===== config.mk =====
export PLATFORM = sky130hd
export DESIGN_NAME = rf_writeback_queue
export DESIGN_NICKNAME = d
export VERILOG_FILES = /design/src/rtl/rf_pkg.sv /design/src/rtl/fifo.sv /design/src/rtl/rf_wb_match.sv /design/src/rtl/rf_writeback_queue.sv
export SDC_FILE = /design/constraint.sdc
export NUM_CORES = 1
export LEC_CHECK = 0
export ABC_AREA = 0
export CORE_MARGIN = 2
export CORE_UTILIZATION = 40
export CTS_BUF_LIST = sky130_fd_sc_hd__clkbuf_16
export DETAILED_ROUTE_END_ITERATION = 16
export PLACE_DENSITY = 0.66
export SYNTH_ARGS = -nofsm -noshare
export SYNTH_HDL_FRONTEND = slang
export SYNTH_SLANG_ARGS = --single-unit

===== constraint.sdc =====
create_clock -name clk -period 8.9 [get_ports clk]
set_input_delay 1.78 -clock clk [delete_from_list [all_inputs] [get_ports clk]]
set_output_delay 1.78 -clock clk [all_outputs]
set_load 0.02 [all_outputs]

===== src/rtl/rf_pkg.sv =====
// Shared register-file types: data/address widths and the writeback entry layout.
// Latency: none (types and constants only).
// Backpressure: n/a.
//
// Also used by reg_file users, so keep widths in sync with the 8x8 register file.
package rf_pkg;

    localparam int DATA_W = 8;
    localparam int ADDR_W = 3;

    typedef struct packed {
        logic [ADDR_W-1:0] addr;
        logic [DATA_W-1:0] data;
    } wb_entry_t;

endpackage


===== src/rtl/fifo.sv =====
// Generic circular FIFO that also exposes its storage, occupancy mask and head pointer.
// Latency: push at edge N is visible at pop_dat in cycle N+1; pop_dat is combinational from head.
// Backpressure: push_rdy = !full from registered count only; pop happens when pop_vld && pop_rdy.
//
// Ports: clk, reset (sync, active-high); push_vld/push_rdy/push_dat; pop_vld/pop_rdy/pop_dat;
//        count (occupied entries); head_ptr, occ_mask, mem_flat (read-only view of the storage).
module fifo #(
    parameter int WIDTH = 8,
    parameter int DEPTH = 4,
    localparam int AW   = $clog2(DEPTH),
    localparam int CW   = AW + 1
) (
    input  logic                   clk,
    input  logic                   reset,
    input  logic                   push_vld,
    output logic                   push_rdy,
    input  logic [WIDTH-1:0]       push_dat,
    output logic                   pop_vld,
    input  logic                   pop_rdy,
    output logic [WIDTH-1:0]       pop_dat,
    output logic [CW-1:0]          count,
    output logic [AW-1:0]          head_ptr,
    output logic [DEPTH-1:0]       occ_mask,
    output logic [DEPTH*WIDTH-1:0] mem_flat
);

    logic [WIDTH-1:0] mem [DEPTH];
    logic [AW-1:0]    wr_ptr;
    logic [AW-1:0]    rd_ptr;
    logic [CW-1:0]    cnt;
    logic             do_push;
    logic             do_pop;
    logic [AW-1:0]    off;

    // Ready looks only at the registered count: a pop in a full cycle does not
    // reopen the queue until the next cycle.
    assign push_rdy = (cnt != CW'(DEPTH));
    assign pop_vld  = (cnt != '0);
    assign do_push  = push_vld && push_rdy;
    assign do_pop   = pop_vld && pop_rdy;

    assign pop_dat  = mem[rd_ptr];
    assign count    = cnt;
    assign head_ptr = rd_ptr;

    // DEPTH is a power of two, so pointer wrap is just natural overflow.
    always_ff @(posedge clk) begin
        if (reset) begin
            wr_ptr <= '0;
            rd_ptr <= '0;
            cnt    <= '0;
        end else begin
            if (do_push) wr_ptr <= wr_ptr + 1'b1;
            if (do_pop)  rd_ptr <= rd_ptr + 1'b1;
            case ({do_push, do_pop})
                2'b10:   cnt <= cnt + 1'b1;
                2'b01:   cnt <= cnt - 1'b1;
                default: cnt <= cnt;
            endcase
        end
    end

    // Storage has no reset; stale contents are masked out by occ_mask.
    always_ff @(posedge clk) begin
        if (do_push) mem[wr_ptr] <= push_dat;
    end

    // A slot is occupied when its distance from the head is below the count.
    always_comb begin
        occ_mask = '0;
        off      = '0;
        for (int i = 0; i < DEPTH; i++) begin
            off         = AW'(i) - rd_ptr;
            occ_mask[i] = ({1'b0, off} < cnt);
        end
    end

    always_comb begin
        mem_flat = '0;
        for (int i = 0; i < DEPTH; i++) begin
            mem_flat[i*WIDTH +: WIDTH] = mem[i];
        end
    end

endmodule


===== src/rtl/rf_wb_match.sv =====
// Newest-match search of one read address against all pending writeback entries.
// Latency: purely combinational.
// Backpressure: none; the caller decides whether a hit stalls or bypasses.
//
// Ports: entries (flattened {addr,data} per slot), vld (occupied slots), head (oldest slot),
//        rd_addr (address being read); hit (any pending match), data (newest matching data).
module rf_wb_match #(
    parameter int AW    = 3,
    parameter int DW    = 8,
    parameter int DEPTH = 4,
    localparam int PW   = $clog2(DEPTH),
    localparam int EW   = AW + DW
) (
    input  logic [DEPTH*EW-1:0] entries,
    input  logic [DEPTH-1:0]    vld,
    input  logic [PW-1:0]       head,
    input  logic [AW-1:0]       rd_addr,
    output logic                hit,
    output logic [DW-1:0]       data
);

    logic [PW-1:0] slot;
    logic [EW-1:0] e;

    // Walk from oldest (head) to newest; a later match overrides an earlier one,
    // so the surviving data belongs to the write closest to the tail.
    always_comb begin
        hit  = 1'b0;
        data = '0;
        slot = '0;
        e    = '0;
        for (int k = 0; k < DEPTH; k++) begin
            slot = head + PW'(k);
            e    = entries[int'(slot)*EW +: EW];
            if (vld[slot] && (e[EW-1 -: AW] == rd_addr)) begin
                hit  = 1'b1;
                data = e[DW-1:0];
            end
        end
    end

endmodule


===== src/rtl/rf_writeback_queue.sv =====
// Write-side front end of the 8x8 register file: queues writebacks, drains one per cycle, resolves RAW.
// Latency: accepted at edge N -> rf_wr_en in cycle N+1 -> file written at edge N+1.
// Backpressure: wb_ready = !full (registered count); drain never stalls except via drain_hold.
//
// Ports: clk, reset (sync, active-high); wb_valid/wb_ready/wb_addr/wb_data (requests in);
//        rf_wr_en/rf_wr_addr/rf_dat_in (file write port); rd_addrA/B, rf_datA/B (raw reads);
//        datA_out/datB_out (resolved reads); hazard (stall request); count (occupancy);
//        drain_hold (bring-up hook: freezes the drain so the queue can be filled; tie 0 in use).
// Build option: define RF_WB_BYPASS_EN to forward pending data instead of raising hazard.
module rf_writeback_queue
    import rf_pkg::*;
#(
    parameter int pw    = 3,
    parameter int DEPTH = 4
) (
    input  logic                    clk,
    input  logic                    reset,
    input  logic                    wb_valid,
    output logic                    wb_ready,
    input  logic [pw-1:0]           wb_addr,
    input  logic [DATA_W-1:0]       wb_data,
    output logic                    rf_wr_en,
    output logic [pw-1:0]           rf_wr_addr,
    output logic [DATA_W-1:0]       rf_dat_in,
    input  logic [pw-1:0]           rd_addrA,
    input  logic [pw-1:0]           rd_addrB,
    input  logic [DATA_W-1:0]       rf_datA,
    input  logic [DATA_W-1:0]       rf_datB,
    output logic [DATA_W-1:0]       datA_out,
    output logic [DATA_W-1:0]       datB_out,
    output logic                    hazard,
    output logic [$clog2(DEPTH):0]  count,
    input  logic                    drain_hold
);

    localparam int EW = pw + DATA_W;
    localparam int PW = $clog2(DEPTH);

    logic                  q_vld;
    logic                  q_pop_rdy;
    logic [EW-1:0]         q_head_dat;
    logic [PW-1:0]         q_head_ptr;
    logic [DEPTH-1:0]      q_occ;
    logic [DEPTH*EW-1:0]   q_mem;
    logic                  match_hitA;
    logic                  match_hitB;
    logic [DATA_W-1:0]     match_datA;
    logic [DATA_W-1:0]     match_datB;

    // Gating the write enable with reset keeps a mid-operation reset from
    // letting the current head slip into the file on the reset edge.
    assign q_pop_rdy = !drain_hold && !reset;
    assign rf_wr_en  = q_vld && q_pop_rdy;

    fifo #(
        .WIDTH (EW),
        .DEPTH (DEPTH)
    ) u_queue (
        .clk      (clk),
        .reset    (reset),
        .push_vld (wb_valid),
        .push_rdy (wb_ready),
        .push_dat ({wb_addr, wb_data}),
        .pop_vld  (q_vld),
        .pop_rdy  (q_pop_rdy),
        .pop_dat  (q_head_dat),
        .count    (count),
        .head_ptr (q_head_ptr),
        .occ_mask (q_occ),
        .mem_flat (q_mem)
    );

    assign rf_wr_addr = q_head_dat[EW-1 -: pw];
    assign rf_dat_in  = q_head_dat[DATA_W-1:0];

    // The head is included in the search: it is written at the end of this
    // cycle, so the file's combinational read still returns the old value.
    rf_wb_match #(
        .AW    (pw),
        .DW    (DATA_W),
        .DEPTH (DEPTH)
    ) u_match_a (
        .entries (q_mem),
        .vld     (q_occ),
        .head    (q_head_ptr),
        .rd_addr (rd_addrA),
        .hit     (match_hitA),
        .data    (match_datA)
    );

    rf_wb_match #(
        .AW    (pw),
        .DW    (DATA_W),
        .DEPTH (DEPTH)
    ) u_match_b (
        .entries (q_mem),
        .vld     (q_occ),
        .head    (q_head_ptr),
        .rd_addr (rd_addrB),
        .hit     (match_hitB),
        .data    (match_datB)
    );

`ifdef RF_WB_BYPASS_EN
    assign datA_out = match_hitA ? match_datA : rf_datA;
    assign datB_out = match_hitB ? match_datB : rf_datB;
    assign hazard   = 1'b0;
`else
    logic unused_match_dat;
    assign unused_match_dat = ^{match_datA, match_datB};

    // The queue keeps draining while this is high, so the stall clears
    // within count cycles.
    assign datA_out = rf_datA;
    assign datB_out = rf_datB;
    assign hazard   = match_hitA || match_hitB;
`endif

endmodule


==> impl_metrics.yaml, run 1 <==
floorplan:
  die_height_um: 90.5
  die_x_um: 90.5
  num_io_pins: 70
  placement_rows: 31
  core_area_sq_um: 7250
  dieArea_sq_um: 8190
  floorplan.initialDensity_pct: 41.3
power_and_ir_drop:
  power_density_nw_per_um2: 216
  p_leak_nw: 1.13
  ir_drop_mv: 0.135
  power_w: 0.000744
synthesis:
  synthAdderAreaFrac_pct: 4.43
  syn_area_per_cell_sq_um: 13.3
  postSynthCellCount: 225
  synth_top_flop_cell: "edfxtp_1"
  seq_area_frac_synth_pct: 50.1
  synthArstFlopShare_pct: 0
  synth_top_family_by_area: "multiplexers"
  synth_simple_gate_area_share_pct: 6.44
  synth_xor_area_share_pct: 8.48
  synth_compound_area_share_pct: 4.39
  synth_fp_nets: 272
  synth_mux_area_share_pct: 18.6
  ys_ff_latch: 53
  synth_edf_count: 44
  netlist_area_sq_um: 2990
  synth_cell_types: 34
  yosysWarnings: 0
place:
  routabilityCongestion: 0.889
  dp_hpwl_um: 3620
  portBuffers: 37
  dp.cells: 333
min_path:
  hold_depth: 2
  min_to: "u_queue.wr_ptr[1]$_SDFFE_PP0P_"
  hp-start: "u_queue.wr_ptr[1]$_SDFFE_PP0P_"
  hp-class: "flip-flop to flip-flop"
sta:
  fin_crit_sh_pct: 64.5
  tightest_slew_ns: 0.999
  setup_tns_ns: 0
  setup_viol: 0
  relSlewSlack_pct: 33.3
  drv_slew: 0
  hold_viol: 0
  min_period_ns: 5.74
  fin_skew_ns: 0.00609
  fmax_mhz: 174
  rsz0062_at_grt: "no"
cells_and_area:
  layout_common_cells: "edfxtp_1 (44), clkdlybuf4s50_1 (37), xnor2_1 (23)"
  drive_gt1_share_pct: 9.92
  fin_cells: 341
  area_growth_syn_to_layout_pct: 15.0
  antenna_cells: 0
  seq_area_sq_um: 1500
  multi_input_area_sq_um: 1270
  n_fill_cell: 653
  layout_commonest_cell: "edfxtp_1"
  final_util_pct: 47.5
  nets: 288
clock_tree:
  cts_made_buffers: 5
  clkSlewWorstSetupHoldPaths_ns: 0.06
  max-clock-path-buffers: 2
  root_buffer: "clkbuf_16"
  post_cts_resize_count: 0
  clkSinkCount: 53
  cts_htree_levels: 2
  ctsHoldBuffers: 0
  post-cts-setup-buffers: 0
  cts_tree: "done"
  clk_latency_ns: 0.29
drt:
  via_count: 1708
  wl_per_cell_um: 14.9
  ant_nets: 0
  routed_wl_um: 5070
  drt_iter0_drc: 75
  via_per_inst: 5.01
  firstDrtPassIters: 6
  drc: 0
critical_path:
  crit_path_max_incr_delay_ns: 0.54
  crit_fanout: 4
  critPathTopFamily: "buffers and inverters"
  worst-r2r-cell-count: 8
  reg2reg_slack_ns: 6.24
  start_kind: "primary input"
  worstSetupPathType: "primary input to output pin"
  crit_chain: "clkdlybuf4s50_1, xnor2_1, nor3_1, o21ai_0, a21boi_0, or4_1, clkdlybuf4s50_1"
  rr_endpoint: "u_queue.count[2]$_SDFFE_PP0P_"
  timing.critical_path.buf_inv: 2
  crit_path_end_kind: "output pin"
  timing.rr.start: "u_queue.count[2]$_SDFFE_PP0P_"
  worstPathArrival_ns: 3.96
  required_ns: 7.12
  crit_top_cell: "clkdlybuf4s50_1"
  crit_slowest_cell: "clkdlybuf4s50_1"
global_routing:
  grt_max_degree: 27
  antenna_found_initial: 0
  grtUsageTotal_pct: 12.9
  grt_first_pass_wirelength_um: 8340
  grt_overflow: 0
  grt_pass1_vias: 1675
run_status:
  status: "finished clean"
job:
  maxCapViolations: 0
-- metal layers --
metal  share of wire [%]  up-vias  wire [um]  GRT usage (%)
met3                 5.2       13        265           3.67
met5                   0        -          0              0
met2                  47       27       2400           20.3
met1                  45      820       2300           16.6
met4                 2.0        0        101           5.51
li1                    -      848          -              -
-- per-stage QoR --
stage,area (sq um),worst slack [ns],hold slack (ns)
floorplan,2990,4.07,0.469
global placement,3300,3.15,0.492
detailed placement,3300,3.13,0.505
CTS,3440,3.13,0.515
global route,3440,2.98,0.537
finish,3440,3.16,0.509
-- cells in the mapped netlist, types with 4 or more instances --
master,n,area (sq um)
xnor2_1,23,201
mux2_2,5,56.3
mux4_1,5,131
and3_1,4,25.0
nand2_1,7,26.3
mux4_2,12,270
ha_1,9,113
buf_4,17,128
nor3_1,12,60.1
clkbuf_1,6,22.5
nor2_1,10,37.5
a21oi_1,8,40.0
mux2i_1,10,100
xor2_1,6,52.6
edfxtp_1,44,1320
inv_1,10,37.5
o21ai_0,6,30.0
dfxtp_1,9,180
-- report_power, final --
group | switching [W] | internal, W | total (W)
Sequential | 0.0000291 | 0.000290 | 0.000319
Clock | 0.0000819 | 0.000104 | 0.000186
Combinational | 0.000110 | 0.000128 | 0.000239
Total | 0.000221 | 0.000522 | 0.000744
-- worst max-delay path by stage --
| stage | slack [ns] | to | start | depth (start not counted) |
|---|---|---|---|---|
| 6_report | 3.16 | hazard | rd_addrA[0] | 7 |
| 3_3_place_gp | 3.15 | hazard | rd_addrA[0] | 7 |
| 3_5_place_dp | 3.13 | hazard | rd_addrA[0] | 7 |
| 4_1_cts | 3.13 | hazard | rd_addrA[0] | 7 |
| 5_1_grt | 2.98 | hazard | u_queue.head_ptr[1]$_SDFFE_PP0P_ | 9 |
| 2_1_floorplan | 4.07 | hazard | rd_addrA[0] | 6 |
-- flip-flops by register name, indices dropped and copies added, names as in the netlist, named ones only --
name,flops
u_queue.wr_ptr,2
u_queue.mem,44
u_queue.head_ptr,2
u_queue.count,3
-- worst reg2reg max path: cells and delay by family, from the launching register on --
family / cells / cell delay (ns)
buf+inv: 2 / 0.20
compound gates: 2 / 0.82
fa+ha+maj: 2 / 0.67
xor+xnor: 1 / 0.15
flops: 1 / 0.45
simple gates: 1 / 0.31
-- kinds of logic after synthesis --
logic type | after synthesis
AND/OR/NAND/NOR | 40
multiplexers | 32
buffers and inverters | 38
adder cells (fa/ha/maj) | 10
XOR/XNOR | 29
AO/OA/AOI/OAI | 23
flip-flops | 53
-- final cells by class --
type,instances,area share (%)
repair buffers,37,10.8
clock inverters,3,0.509
well taps,99,3.60
flip-flops and latches,53,43.6
multi-input cells,134,36.8
inverters,10,1.09
clock buffers,5,3.63
Power figures use the tool's default switching activity.
==> run 2, diff against run 1 <==
PLACE_DENSITY = 0.69   (was 0.66)
clock period = 4.7 ns   (was 8.9 ns; I/O delays follow)
==> impl_metrics.yaml, run 2 (synthesis results as in run 1) <==
run_status:
  status: "finished clean"
drt:
  via_count: 1762
  ant_nets: 0
  via_per_inst: 5.12
  routed_wl_um: 5360
  firstDrtPassIters: 4
  drc: 0
  wl_per_cell_um: 15.6
  drt_iter0_drc: 105
clock_tree:
  post-cts-setup-buffers: 0
  cts_htree_levels: 2
  clkSinkCount: 53
  clk_latency_ns: 0.29
  cts_made_buffers: 5
  max-clock-path-buffers: 2
  root_buffer: "clkbuf_16"
  ctsHoldBuffers: 0
  cts_tree: "done"
  clkSlewWorstSetupHoldPaths_ns: 0.07
  post_cts_resize_count: 0
critical_path:
  crit_chain: "inv_1, ha_1, a21boi_1, o21ai_0, mux4_1, nand2_1, o22ai_1, or4_1, clkdlybuf4s50_1"
  crit_slowest_cell: "mux4_1"
  crit_fanout: 6
  worstPathArrival_ns: 3.30
  timing.rr.start: "u_queue.count[2]$_SDFFE_PP0P_"
  start_kind: "flip-flop"
  reg2reg_slack_ns: 2.34
  required_ns: 3.76
  critPathTopFamily: "buffers and inverters"
  crit_path_max_incr_delay_ns: 0.57
  worstSetupPathType: "flip-flop to output pin"
  crit_path_end_kind: "output pin"
  timing.critical_path.buf_inv: 2
  crit_start: "u_queue.head_ptr[1]$_SDFFE_PP0P_"
sta:
  min_period_ns: 4.24
  hold_viol: 0
  tightest_slew_ns: 0.766
  fmax_mhz: 236
  setup_tns_ns: 0
  fin_crit_sh_pct: 90.1
  relSlewSlack_pct: 48.9
  rsz0062_at_grt: "no"
  setup_viol: 0
  drv_slew: 0
  fin_skew_ns: 0.00400
floorplan:
  placement_rows: 31
  core_area_sq_um: 7250
  num_io_pins: 70
  die_height_um: 90.5
  dieArea_sq_um: 8190
  die_x_um: 90.5
  floorplan.initialDensity_pct: 41.3
global_routing:
  grtUsageTotal_pct: 13.8
  antenna_found_initial: 0
  grt_first_pass_wirelength_um: 9000
  grt_overflow: 0
  grt_pass1_vias: 1803
  grt_max_degree: 26
place:
  dp_hpwl_um: 3840
  portBuffers: 37
  routabilityCongestion: 0.846
cells_and_area:
  nets: 291
  largest_register: "u_queue.mem"
  antenna_cells: 0
  area_growth_syn_to_layout_pct: 15.9
  layout_common_cells: "edfxtp_1 (44), clkdlybuf4s50_1 (37), xnor2_1 (23)"
  n_fill_cell: 648
  largest_reg_flops: 44
  drive_gt1_share_pct: 11.4
  layout_commonest_cell: "edfxtp_1"
job:
  maxCapViolations: 0
min_path:
  hp-class: "flip-flop to flip-flop"
  hp-start: "u_queue.wr_ptr[1]$_SDFFE_PP0P_"
power_and_ir_drop:
  ir_drop_mv: 0.196
  p_leak_nw: 1.14
  power_w: 0.00143
  power_density_nw_per_um2: 412
-- run 2: cell count changes in the layout (fill, tap and decap cells not counted) --
| cell | before | now |
|---|---|---|
| buf_4 | 0 | 3 |
| clkinvlp_4 | 0 | 1 |
| inv_1 | 11 | 10 |
-- run 2: path summary, 6_finish.rpt --
check	end	cells after the start
min reg2reg	u_queue.wr_ptr[1]$_SDFFE_PP0P_	2
min	u_queue.wr_ptr[1]$_SDFFE_PP0P_	2
max reg2reg	u_queue.count[2]$_SDFFE_PP0P_	9
max	hazard	9
-- run 2: per-layer routing --
metal,global-route usage (%),vias up,share of wire [%]
met5,0,-,0
met4,5.77,0,1.9
met3,3.09,10,4.1
met2,22.9,33,48
met1,17.5,867,46
li1,-,852,-
-- run 2: through the flow --
stage                     hold WS [ns]  instance area [sq um]  cells  setup WS [ns]  utilization, %
final                            0.498                   3470    344          0.465            47.9
after global routing             0.536                   3470    344          0.196            47.9
after CTS                        0.506                   3470    344          0.458            47.9
after detailed placement         0.497                   3320    336          0.618            45.8
after global placement           0.489                   3320    336          0.639            45.8
after floorplan                  0.469                   2990    225           1.02               -
-- run 2: cell type report --
| cell class | count | area, sq um | area share (%) |
|---|---|---|---|
| timing repair buffer | 40 | 393 | 11.3 |
| multi-input combinational | 134 | 1270 | 36.6 |
| clock inverter | 3 | 21.3 | 0.613 |
| tap | 99 | 124 | 3.57 |
| clock buffer | 5 | 125 | 3.60 |
| inverter | 10 | 37.5 | 1.08 |
| sequential | 53 | 1500 | 43.3 |
-- run 2: worst min-delay path, cell delays in order (launching register included) --
cell	delay, ns
dfxtp_1	0.34
nand2_1	0.06
a21oi_1	0.05
-- run 2: power by group --
part / total, W / internal [W] / switching, W
registers: 0.000586 / 0.000549 / 0.0000366
logic: 0.000484 / 0.000248 / 0.000236
clock network: 0.000360 / 0.000198 / 0.000162
==> run 3, diff against run 2 <==
CTS_BUF_LIST = sky130_fd_sc_hd__clkbuf_8 sky130_fd_sc_hd__clkbuf_16   (was sky130_fd_sc_hd__clkbuf_16)
MAX_ROUTING_LAYER = met4   (was not set)
==> impl_metrics.yaml, run 3 (synthesis results as in run 1) <==
critical_path:
  timing.rr.start: "u_queue.count[2]$_SDFFE_PP0P_"
  worst-r2r-cell-count: 9
  worstSetupPathType: "flip-flop to output pin"
  required_ns: 3.76
  worstPathArrival_ns: 3.31
  rr_endpoint: "u_queue.count[2]$_SDFFE_PP0P_"
  crit_fanout: 6
  crit_path_end_kind: "output pin"
  start_kind: "flip-flop"
  reg2reg_slack_ns: 2.33
clock_tree:
  cts_made_buffers: 5
  clk_latency_ns: 0.30
  ctsHoldBuffers: 0
  max-clock-path-buffers: 2
  root_buffer: "clkbuf_8"
  post_cts_resize_count: 0
  cts_htree_levels: 2
  clkSinkCount: 53
  post-cts-setup-buffers: 0
  clkSlewWorstSetupHoldPaths_ns: 0.09
  cts_tree: "done"
cells_and_area:
  largest_register: "u_queue.mem"
  nets: 291
  final_area_sq_um: 3410
  layout_common_cells: "edfxtp_1 (44), clkdlybuf4s50_1 (37), xnor2_1 (23)"
  final_util_pct: 47.1
  n_fill_cell: 660
  drive_gt1_share_pct: 11.4
  antenna_cells: 0
  area_growth_syn_to_layout_pct: 14.0
  layout_commonest_cell: "edfxtp_1"
  largest_reg_flops: 44
global_routing:
  grtUsageTotal_pct: 13.9
  grt_first_pass_wirelength_um: 8900
  antenna_found_initial: 0
  grt_max_degree: 26
  grt_overflow: 0
  grt_pass1_vias: 1801
drt:
  firstDrtPassIters: 4
  ant_nets: 0
  routed_wl_um: 5240
  via_count: 1752
  via_per_inst: 5.09
  drc: 0
  wl_per_cell_um: 15.2
  drt_iter0_drc: 104
sta:
  setup_viol: 0
  fin_crit_sh_pct: 90.5
  hold_viol: 0
  fin_skew_ns: 0.00560
  rsz0062_at_grt: "no"
  setup_tns_ns: 0
  tightest_slew_ns: 0.768
  drv_slew: 0
  min_period_ns: 4.25
  hold_ws_ns: 0.504
  relSlewSlack_pct: 48.7
  fmax_mhz: 235
min_path:
  hold_depth: 2
  hp-class: "flip-flop to flip-flop"
  min_to: "u_queue.wr_ptr[1]$_SDFFE_PP0P_"
  hp-start: "u_queue.wr_ptr[1]$_SDFFE_PP0P_"
place:
  portBuffers: 37
  routabilityCongestion: 0.859
  dp_hpwl_um: 3840
  place_area_sq_um: 3320
power_and_ir_drop:
  ir_drop_mv: 0.166
  p_leak_nw: 1.12
  power_density_nw_per_um2: 386
  power_w: 0.00132
run_status:
  status: "finished clean"
floorplan:
  dieArea_sq_um: 8190
  placement_rows: 31
  num_io_pins: 70
  die_x_um: 90.5
  floorplan.initialDensity_pct: 41.3
  core_area_sq_um: 7250
  die_height_um: 90.5
job:
  maxCapViolations: 0
==> run 3: cell counts in the layout (fill, tap and decap cells not counted) <==
No cell type changed its count.
==> run 3: where the power goes <==
group          switching, W  internal, W
logic              0.000235     0.000248
clock network      0.000144     0.000106
registers         0.0000365     0.000549
==> run 3: worst max path at each step <==
stage,from,end,depth (start not counted),slack [ns]
floorplan,u_queue.head_ptr[0]$_SDFFE_PP0P_,hazard,10,1.02
global placement,rd_addrA[0],hazard,7,0.64
detailed placement,rd_addrB[0],hazard,7,0.62
CTS,u_queue.head_ptr[1]$_SDFFE_PP0P_,hazard,9,0.43
global route,u_queue.head_ptr[1]$_SDFFE_PP0P_,hazard,9,0.17
finish,u_queue.head_ptr[1]$_SDFFE_PP0P_,hazard,9,0.45
==> run 3: final cells by class <==
class / count / area [sq um] / area share, %
repair buffers: 40 / 393 / 11.5
well taps: 99 / 124 / 3.63
flip-flops and latches: 53 / 1500 / 44.0
clock buffers: 5 / 68.8 / 2.02
clock inverters: 3 / 21.3 / 0.623
multi-input cells: 134 / 1270 / 37.2
inverters: 10 / 37.5 / 1.10
==> run 3: per-layer routing <==
layer,wire [um],part of all wire (%),global-route usage (%),vias up
li1,-,-,-,849
met5,0,0,-,-
met1,2350,45,17.4,864
met2,2630,50,22.8,33
met4,53,1.0,4.62,0
met3,201,3.8,2.92,6
==> run 3: critical path: stages (launching register included) <==
cell and delay (ns):
dfxtp_1 0.46, inv_1 0.17, ha_1 0.32, a21boi_1 0.16, o21ai_0 0.14, mux4_1 0.57, nand2_1 0.10, o22ai_1 0.07
or4_1 0.47, clkdlybuf4s50_1 0.55
==> run 3: metrics by stage <==
step	setup WS, ns	std cells
3_3_place_gp	0.639	336
4_1_cts	0.432	344
6_report	0.445	344
5_1_grt	0.167	344
3_5_place_dp	0.618	336
2_1_floorplan	1.02	225
